<file path="config.mk">
export PLATFORM = sky130hd
export DESIGN_NAME = instr_sequencer
export DESIGN_NICKNAME = d
export VERILOG_FILES = /design/src/rtl/instr_sequencer.sv
export SDC_FILE = /design/constraint.sdc
export NUM_CORES = 1
export LEC_CHECK = 0
export BUFFER_PORTS_ARGS = -buffer_cell sky130_fd_sc_hd__buf_4
export CAP_MARGIN = 30
export CORE_ASPECT_RATIO = 1.75
export CORE_MARGIN = 10
export CORE_UTILIZATION = 45
export CTS_BUF_LIST = sky130_fd_sc_hd__clkbuf_4 sky130_fd_sc_hd__clkbuf_8 sky130_fd_sc_hd__clkbuf_16
export DETAILED_ROUTE_END_ITERATION = 7
export GPL_TIMING_DRIVEN = 0
export PLACE_DENSITY = 0.73
export REMOVE_ABC_BUFFERS = 1
export SLEW_MARGIN = 20
export SYNTH_ARGS = -nofsm -noshare
export SYNTH_HDL_FRONTEND = slang
export SYNTH_SLANG_ARGS = --single-unit
</file>
<file path="constraint.sdc">
create_clock -name clk -period 2 [get_ports clk]
set_input_delay 0 -clock clk [delete_from_list [all_inputs] [get_ports clk]]
set_output_delay 0 -clock clk [all_outputs]
set_load 0.01 [all_outputs]
</file>
<file path="src/rtl/instr_sequencer.sv">
// Four-phase fetch/decode/issue sequencer for the 32x8 register/stack memory.
// Each instruction ends in one write-enabled issue cycle; pending interrupts ride along on eint.
module instr_sequencer #(
    parameter int unsigned IW            = 17,
    parameter bit          ISR_ADDR_MASK = 1'b1
) (
    input  logic          clk,
    input  logic          rst,
    input  logic [7:0]    pc_in,
    output logic [7:0]    rom_addr,
    input  logic [IW-1:0] rom_data,
    input  logic [7:0]    mem_rdata,
    input  logic          irq,
    output logic [4:0]    mem_addr,
    output logic [7:0]    mem_wdata,
    output logic [7:0]    literal,
    output logic [1:0]    csrc,
    output logic          wr_en,
    output logic [1:0]    cpc,
    output logic          call,
    output logic          ret,
    output logic          push,
    output logic          pop,
    output logic          eint,
    output logic          halted,
    output logic          illegal
);

    typedef enum logic [2:0] {StFetch, StDecode, StExec, StSettle, StHalt} state_e;

    localparam logic [3:0] OpNop  = 4'h0;
    localparam logic [3:0] OpMovl = 4'h1;
    localparam logic [3:0] OpMova = 4'h2;
    localparam logic [3:0] OpMovc = 4'h3;
    localparam logic [3:0] OpSkpc = 4'h4;
    localparam logic [3:0] OpCall = 4'h5;
    localparam logic [3:0] OpRet  = 4'h6;
    localparam logic [3:0] OpPush = 4'h7;
    localparam logic [3:0] OpPop  = 4'h8;
    localparam logic [3:0] OpJmp  = 4'h9;
    localparam logic [3:0] OpHalt = 4'hA;

    state_e      state_q;
    logic [3:0]  op_q;
    logic [4:0]  iaddr_q;
    logic [7:0]  rom_addr_q, mem_wdata_q, literal_q;
    logic [4:0]  mem_addr_q;
    logic [1:0]  csrc_q, cpc_q;
    logic        wr_en_q, call_q, ret_q, push_q, pop_q, eint_q, halted_q, illegal_q;
    logic        irq_q, irq_pending_q, irq_pending_d, in_isr_q;
    logic        irq_rise, eligible, merge;

    always_comb begin
        irq_rise = irq & ~irq_q;
        eligible = ((op_q <= OpMovc) || (op_q == OpPush) || (op_q == OpPop)) &&
                   (iaddr_q != 5'h0C) && (iaddr_q != 5'h1E) &&
                   (!in_isr_q || !ISR_ADDR_MASK);
        // An edge seen during DECODE can still merge into this instruction's EXEC.
        merge = (state_q == StDecode) && (op_q != OpHalt) && eligible &&
                (irq_pending_q | irq_rise);
        // When an older request is consumed, a fresh edge in the same cycle stays pending.
        irq_pending_d = merge ? (irq_pending_q & irq_rise) : (irq_pending_q | irq_rise);
    end

    always_ff @(posedge clk) begin
        if (rst) begin
            state_q       <= StFetch;
            op_q          <= 4'h0;
            iaddr_q       <= 5'h0;
            rom_addr_q    <= 8'h0;
            mem_addr_q    <= 5'h0;
            mem_wdata_q   <= 8'h0;
            literal_q     <= 8'h0;
            csrc_q        <= 2'b00;
            cpc_q         <= 2'd0;
            wr_en_q       <= 1'b0;
            call_q        <= 1'b0;
            ret_q         <= 1'b0;
            push_q        <= 1'b0;
            pop_q         <= 1'b0;
            eint_q        <= 1'b0;
            halted_q      <= 1'b0;
            illegal_q     <= 1'b0;
            irq_q         <= 1'b0;
            irq_pending_q <= 1'b0;
            in_isr_q      <= 1'b0;
        end else begin
            irq_q         <= irq;
            irq_pending_q <= irq_pending_d;
            unique case (state_q)
                StFetch: begin
                    op_q       <= rom_data[IW-1 -: 4];
                    iaddr_q    <= rom_data[IW-5 -: 5];
                    // Address goes out now so mem_rdata is valid for the whole DECODE cycle.
                    mem_addr_q <= (rom_data[IW-1 -: 4] == OpJmp) ? 5'h0C : rom_data[IW-5 -: 5];
                    literal_q  <= rom_data[7:0];
                    state_q    <= StDecode;
                end
                StDecode: begin
                    mem_wdata_q <= mem_rdata;
                    if (op_q == OpHalt) begin
                        halted_q <= 1'b1;
                        state_q  <= StHalt;
                    end else begin
                        wr_en_q <= 1'b1;
                        eint_q  <= merge;
                        csrc_q  <= 2'b00;
                        cpc_q   <= 2'd1;
                        state_q <= StExec;
                        if (merge) in_isr_q <= 1'b1;
                        case (op_q)
                            OpNop:  ;
                            OpMovl: csrc_q <= 2'b01;
                            OpMova: csrc_q <= 2'b10;
                            OpMovc: csrc_q <= 2'b11;
                            OpSkpc: cpc_q  <= 2'd2;
                            OpCall: begin
                                cpc_q  <= 2'd0;
                                call_q <= 1'b1;
                            end
                            OpRet: begin
                                cpc_q    <= 2'd0;
                                ret_q    <= 1'b1;
                                in_isr_q <= 1'b0;
                            end
                            OpPush: push_q <= 1'b1;
                            OpPop:  pop_q  <= 1'b1;
                            OpJmp: begin
                                csrc_q <= 2'b01;
                                cpc_q  <= 2'd0;
                            end
                            default: illegal_q <= 1'b1;
                        endcase
                    end
                end
                StExec: begin
                    wr_en_q <= 1'b0;
                    csrc_q  <= 2'b00;
                    cpc_q   <= 2'd0;
                    call_q  <= 1'b0;
                    ret_q   <= 1'b0;
                    push_q  <= 1'b0;
                    pop_q   <= 1'b0;
                    eint_q  <= 1'b0;
                    state_q <= StSettle;
                end
                StSettle: begin
                    rom_addr_q <= pc_in;
                    state_q    <= StFetch;
                end
                StHalt:  state_q <= StHalt;
                default: state_q <= StFetch;
            endcase
        end
    end

    assign rom_addr  = rom_addr_q;
    assign mem_addr  = mem_addr_q;
    assign mem_wdata = mem_wdata_q;
    assign literal   = literal_q;
    assign csrc      = csrc_q;
    assign wr_en     = wr_en_q;
    assign cpc       = cpc_q;
    assign call      = call_q;
    assign ret       = ret_q;
    assign push      = push_q;
    assign pop       = pop_q;
    assign eint      = eint_q;
    assign halted    = halted_q;
    assign illegal   = illegal_q;

endmodule

</file>
# After elaboration in Yosys (flattened, before gate mapping)
# Cells that the tools add are included.
# totals
ff_bits,56
output_inout_bits,41
# op_classes
order_cmp,1
n_eq_ne,23
muxes,28
n_bitwise,6
reduce_logical,24
# ops
cell,count
AND reduction 3 bit,6
"equality test 4 x 3 -> 1 bit, second input constant",4
"equality test 4 bit, second input constant",4
two-way mux 1 bit,13
one-hot mux 1 bit (2 select lines),6
one-hot mux 2 bit (2 select lines),3
one-hot mux 3 bit (4 select lines),1
OR reduction 10 bit,1
"equality test 4 x 2 -> 1 bit, second input constant",2
"equality test 3 x 2 -> 1 bit, second input constant",2
logical AND 1 bit,6
"!= test 2 bit, second input constant",3
one-hot mux 2 bit (3 select lines),1
two-way mux 5 bit,1
"!= test 5 x 4 -> 1 bit, second input constant",1
"!= test 5 bit, second input constant",1
"equality test 4 x 1 -> 1 bit, second input constant",1
"<= comparator 4 x 2 -> 1 bit, second input constant",1
logical NOT 4 bit,1
two-way mux 2 bit,2
"!= test 2 x 1 -> 1 bit, second input constant",2
"!= test 4 bit, second input constant",1
AND reduction 2 bit,2
nonzero test 2 bit,2
other kinds (11),15

# Longest topological paths before layout
# logic_depth
ltp_word,10
ltp_mapped,6
mapped_depth_nobuf,4

# Worst setup path before layout
# Ideal clock, no wire load.
# synth_timing
kind,register to register
start,register op_q[3]
end,register eint_q (netlist: eint)
setup_ns,0.069
t_arrival_ns,1.547
required_ns,1.931
slack_ns,0.385
path_stages_with_launch,6
period_less_slack_ns,1.615
cell_sequence,dfxtp_1 -> buf_6 -> and4bb_4 -> or4b_4 -> or3_1 -> o21ai_1
# synth_via
elab_chain_cells,10
elab_cells_between_ends,17
cone_classes,order compare: 1; eq/ne: 5; mux: 2; reduce/logical: 9
# synth_rtl
item,line_no,source
"start, declared",44,logic [3:0] op_q;
"start signal, assigned",92,op_q <= rom_data[IW-1 -: 4];
<= comparator 4 x 2 -> 1 bit or equality test 4 x 3 -> 1 bit (tied branches),55,eligible = ((op_q <= OpMovc) || (op_q == OpPush) || (op_q == OpPop)) &&
logical OR 1 bit (2 in series),55,
logical AND 1 bit,55,
logical AND 1 bit (2 in series),56,(iaddr_q != 5'h0C) && (iaddr_q != 5'h1E) &&
logical AND 1 bit (2 in series),59,merge = (state_q == StDecode) && (op_q != OpHalt) && eligible &&
two-way mux 1 bit,101,if (op_q == OpHalt) begin
one-hot mux 1 bit (2 select lines),90,unique case (state_q)
"end signal, assigned",106,eint_q <= merge;
"end, declared",49,"logic wr_en_q, call_q, ret_q, push_q, pop_q, eint_q, halted_q, illegal_q;"
# Several ways; a longest one is shown, not always the timed one. The select of a mux whose other input is x is not followed.
# A chain may end at the register's enable or synchronous reset.

# Worst setup path after layout
# layout_timing
start,register state_q[1]
end,register cpc_q[0] (netlist: cpc[0])
# layout_via
elab_chain_cells,3
elab_cells_between_ends,6
cone_classes,eq/ne: 3; mux: 1; reduce/logical: 2
# layout_rtl
item,line_no,source
"start, declared",43,state_e state_q;
"start signal, assigned",67,state_q <= StFetch;
"start signal, assigned",97,state_q <= StDecode;
"start signal, assigned",103,state_q <= StHalt;
equality test 3 x 1 -> 1 bit or equality test 3 x 2 -> 1 bit (tied branches),90,
!= test 2 bit (no line) or nonzero test 2 bit (tied branches),--,
AND reduction 2 bit (no line),--,
"end signal, assigned",108,cpc_q <= 2'd1;
"end signal, assigned",116,OpSkpc: cpc_q <= 2'd2;
"end signal, assigned",118,cpc_q <= 2'd0;
"end, declared",48,"logic [1:0] csrc_q, cpc_q;"
# Several ways; a longest one is shown, not always the timed one.

==> flow_summary.ini <==
[run_status]
status = finished, final reports clean

[placed_design]
place_congestion = 0.765
port_buffers = 76
place_inst = 373
dpl_worst_slack_ns = -0.215
place_hpwl_um = 3880

[logic_synthesis]
yosys_warnings = 0
synth_top_area_cell = dfxtp_1
netlist_area_um2 = 2170
synth_top_area_share_pct = 51.7
async_reset_ff_share_pct = 0
synth_seq_cells = 56
synthCells = 264
synthFlopType = dfxtp_1
synth_edf_count = 0
synth.area.top_cells = dfxtp_1 52%, nand2_1 11%, a21oi_1 9.5%
syn_area_per_cell_um2 = 8.21
seq_area_frac_synth_pct = 51.7
synth.distinct_cells = 36

[clock_tree]
clock_latency_ns = 0.31
cts.sinks = 56
htree_num_levels = 2
clkTransAtPathRegs_ns = 0.10
clock-root-buffer = clkbuf_8
cts_buffer_depth = 2
cts_made_buffers = 5
tritoncts = done

[timing]
finalHoldViolCount = 0
rsz0062_at_grt = true
slew_viol_final = 0
period_share_pct = 94.3
setup_viol = 0
worst-slew-pin-transition_ns = 0.758
fmax_mhz = 530
fin_ws_ns = 0.114
fin_crit_ns = 1.89
relSlewSlack_pct = 49.2
clock_skew_ns = 0.00396

[floorplan]
core_area_um2 = 4670
die_area_um2 = 8100
rows = 33
ios = 77
die_w_um = 72.5
start_util_pct = 46.5
die_h_um = 112

[cells_and_area]
num-nets-final = 399
areaGrowthSynthToFinish_pct = 46.9
fin_cells = 416
final_cell_mix = 79 x buf_4, 63 x nand2_1, 56 x dfxtp_1
final_common_cell = buf_4
antenna_cells = 0
drive_gt1_share_pct = 26.6
fillers = 391

[power_and_ir_drop]
p_leak_nw = 1.35
finalPower_mw = 2.33
vdd_drop_max_mv = 0.636
power_density_nw_per_um2 = 731

[hold_path]
min_path_type = in2reg
hold_end = halted
whs_path_depth = 2
min-delay-start = rst

[grt]
grt_max_degree = 58
antenna_found_initial = 0
grt_pass1_vias = 2076
grt_util_all_layers_pct = 14.3
grt_pass1_wl_um = 9570
grt-ovfl-total = 0

[detailed_routing]
viasPerCell = 5.08
drcViolationCount = 0
wl_um = 5950
vias = 2112
first_iter_violations = 138
wl_per_cell_um = 14.3
dr.pass1.iters = 4
ant_nets = 0

[setup_path]
cp_num_cells = 4
cp_top_family = flip-flops
end_kind = flip-flop
slowest_delay_ns = 0.76
crit_path_start = state_q[1]
rrSetupSlack_ns = 0.11
critPathRequiredTime_ns = 2.19
cp_data_arrival_time_ns = 2.07
r2r_start = state_q[1]
ff2ff_path_depth = 4
r2r-end = cpc[0]
cp_max_fo = 19
crit_chain = or3b_2, o21a_1, a22oi_1, nor2_1
worstSetupPathType = reg2reg
cp-start-kind = flip-flop
worst_path_max_delay_cell = dfxtp_1
worst-path-buf-inv = 0

[run]
maxCapViolCount = 0
-- synthesized netlist by cell type, types with 2 or more instances --
cell       n
dfxtp_1   56
nor2b_1    4
nand3b_1   2
nand3_1    9
a21oi_1   41
inv_1      2
buf_6      2
o21bai_1   2
o31ai_1    2
nor3b_1    3
nor2_1    19
clkbuf_1  18
o21ai_1    2
nor3_1    11
a31oi_1    3
nand2_1   63
or3_1      2
a22oi_1    5
-- kinds of logic (layout without fill, tap and decap cells) --
kind of cell / count (synthesis) / count (layout) / synth area share (%)
AO/OA/AOI/OAI: 62 / 62 / 16.8
buffers and inverters: 23 / 123 / 4.73
XOR/XNOR: 1 / 1 / 0.404
multiplexers: 1 / 1 / 0.462
flip-flops: 56 / 56 / 51.7
AND/OR/NAND/NOR: 121 / 121 / 25.9
-- how the worst max path moves through the flow --
stage,slack (ns),endpoint
2_1_floorplan,-0.12,mem_addr[2]
3_5_place_dp,-0.22,in_isr_q
5_1_grt,-0.009,mem_addr[3]
4_1_cts,0.09,in_isr_q
3_3_place_gp,-0.91,mem_addr[2]
6_report,0.11,cpc[0]
-- report_power, final --
group	leakage (nW)	internal, mW	switching [mW]
clock	0.0510	0.277	0.353
combinational	0.844	0.236	0.209
sequential	0.459	1.19	0.0649
-- what timing repair did --
item / 4_1_cts / 5_1_grt
endpoints found under the setup margin: 3 / 5
resized for setup: 2 / 1
hold buffers: 34 / 0
buffers inserted: 0 / 1
endpoints found under the hold margin: 39 / 0
-- registers in the layout, indices dropped and copies added, names as in the netlist, 2 cells and up --
register,count
iaddr_q,5
state_q,3
mem_wdata,8
op_q,4
rom_addr,8
cpc,2
mem_addr,5
literal,8
csrc,2
-- metrics by stage --
step / utilization, % / TNS (ns) / hold WS (ns) / cell area (um2)
after floorplan: - / -0.595 / 0.0691 / 2070
after global placement: 58.1 / -17.55 / 0.219 / 2710
after detailed placement: 58.6 / -0.583 / 0.231 / 2730
after CTS: 68.0 / 0 / 0.159 / 3170
after global routing: 68.2 / -0.0155 / 0.191 / 3180
final: 68.2 / 0 / 0.166 / 3180
-- routing by layer --
layer	GRT usage (%)	wire length [um]	up-vias
li1	-	-	1093
met3	5.96	456	8
met1	14.4	2300	962
met2	25.1	3080	49
met5	0	0	-
met4	5.73	105	0
-- worst reg2reg max path: cells and delay by family (launching register included) --
| family | cells | cell delay [ns] |
|---|---|---|
| simple gates | 2 | 0.62 |
| flops | 1 | 0.76 |
| compound gates | 2 | 0.39 |
-- layout make-up --
cell class	instances	area (um2)	share of cell area, %
Tap cell	52	65.1	2.04
Clock inverter	2	10.0	0.314
Multi-Input combinational cell	185	965	30.3
Sequential cell	56	1120	35.2
Clock buffer	6	82.6	2.59
Inverter	2	7.51	0.236
Timing Repair Buffer	113	933	29.3
Power figures use the tool's default switching activity.
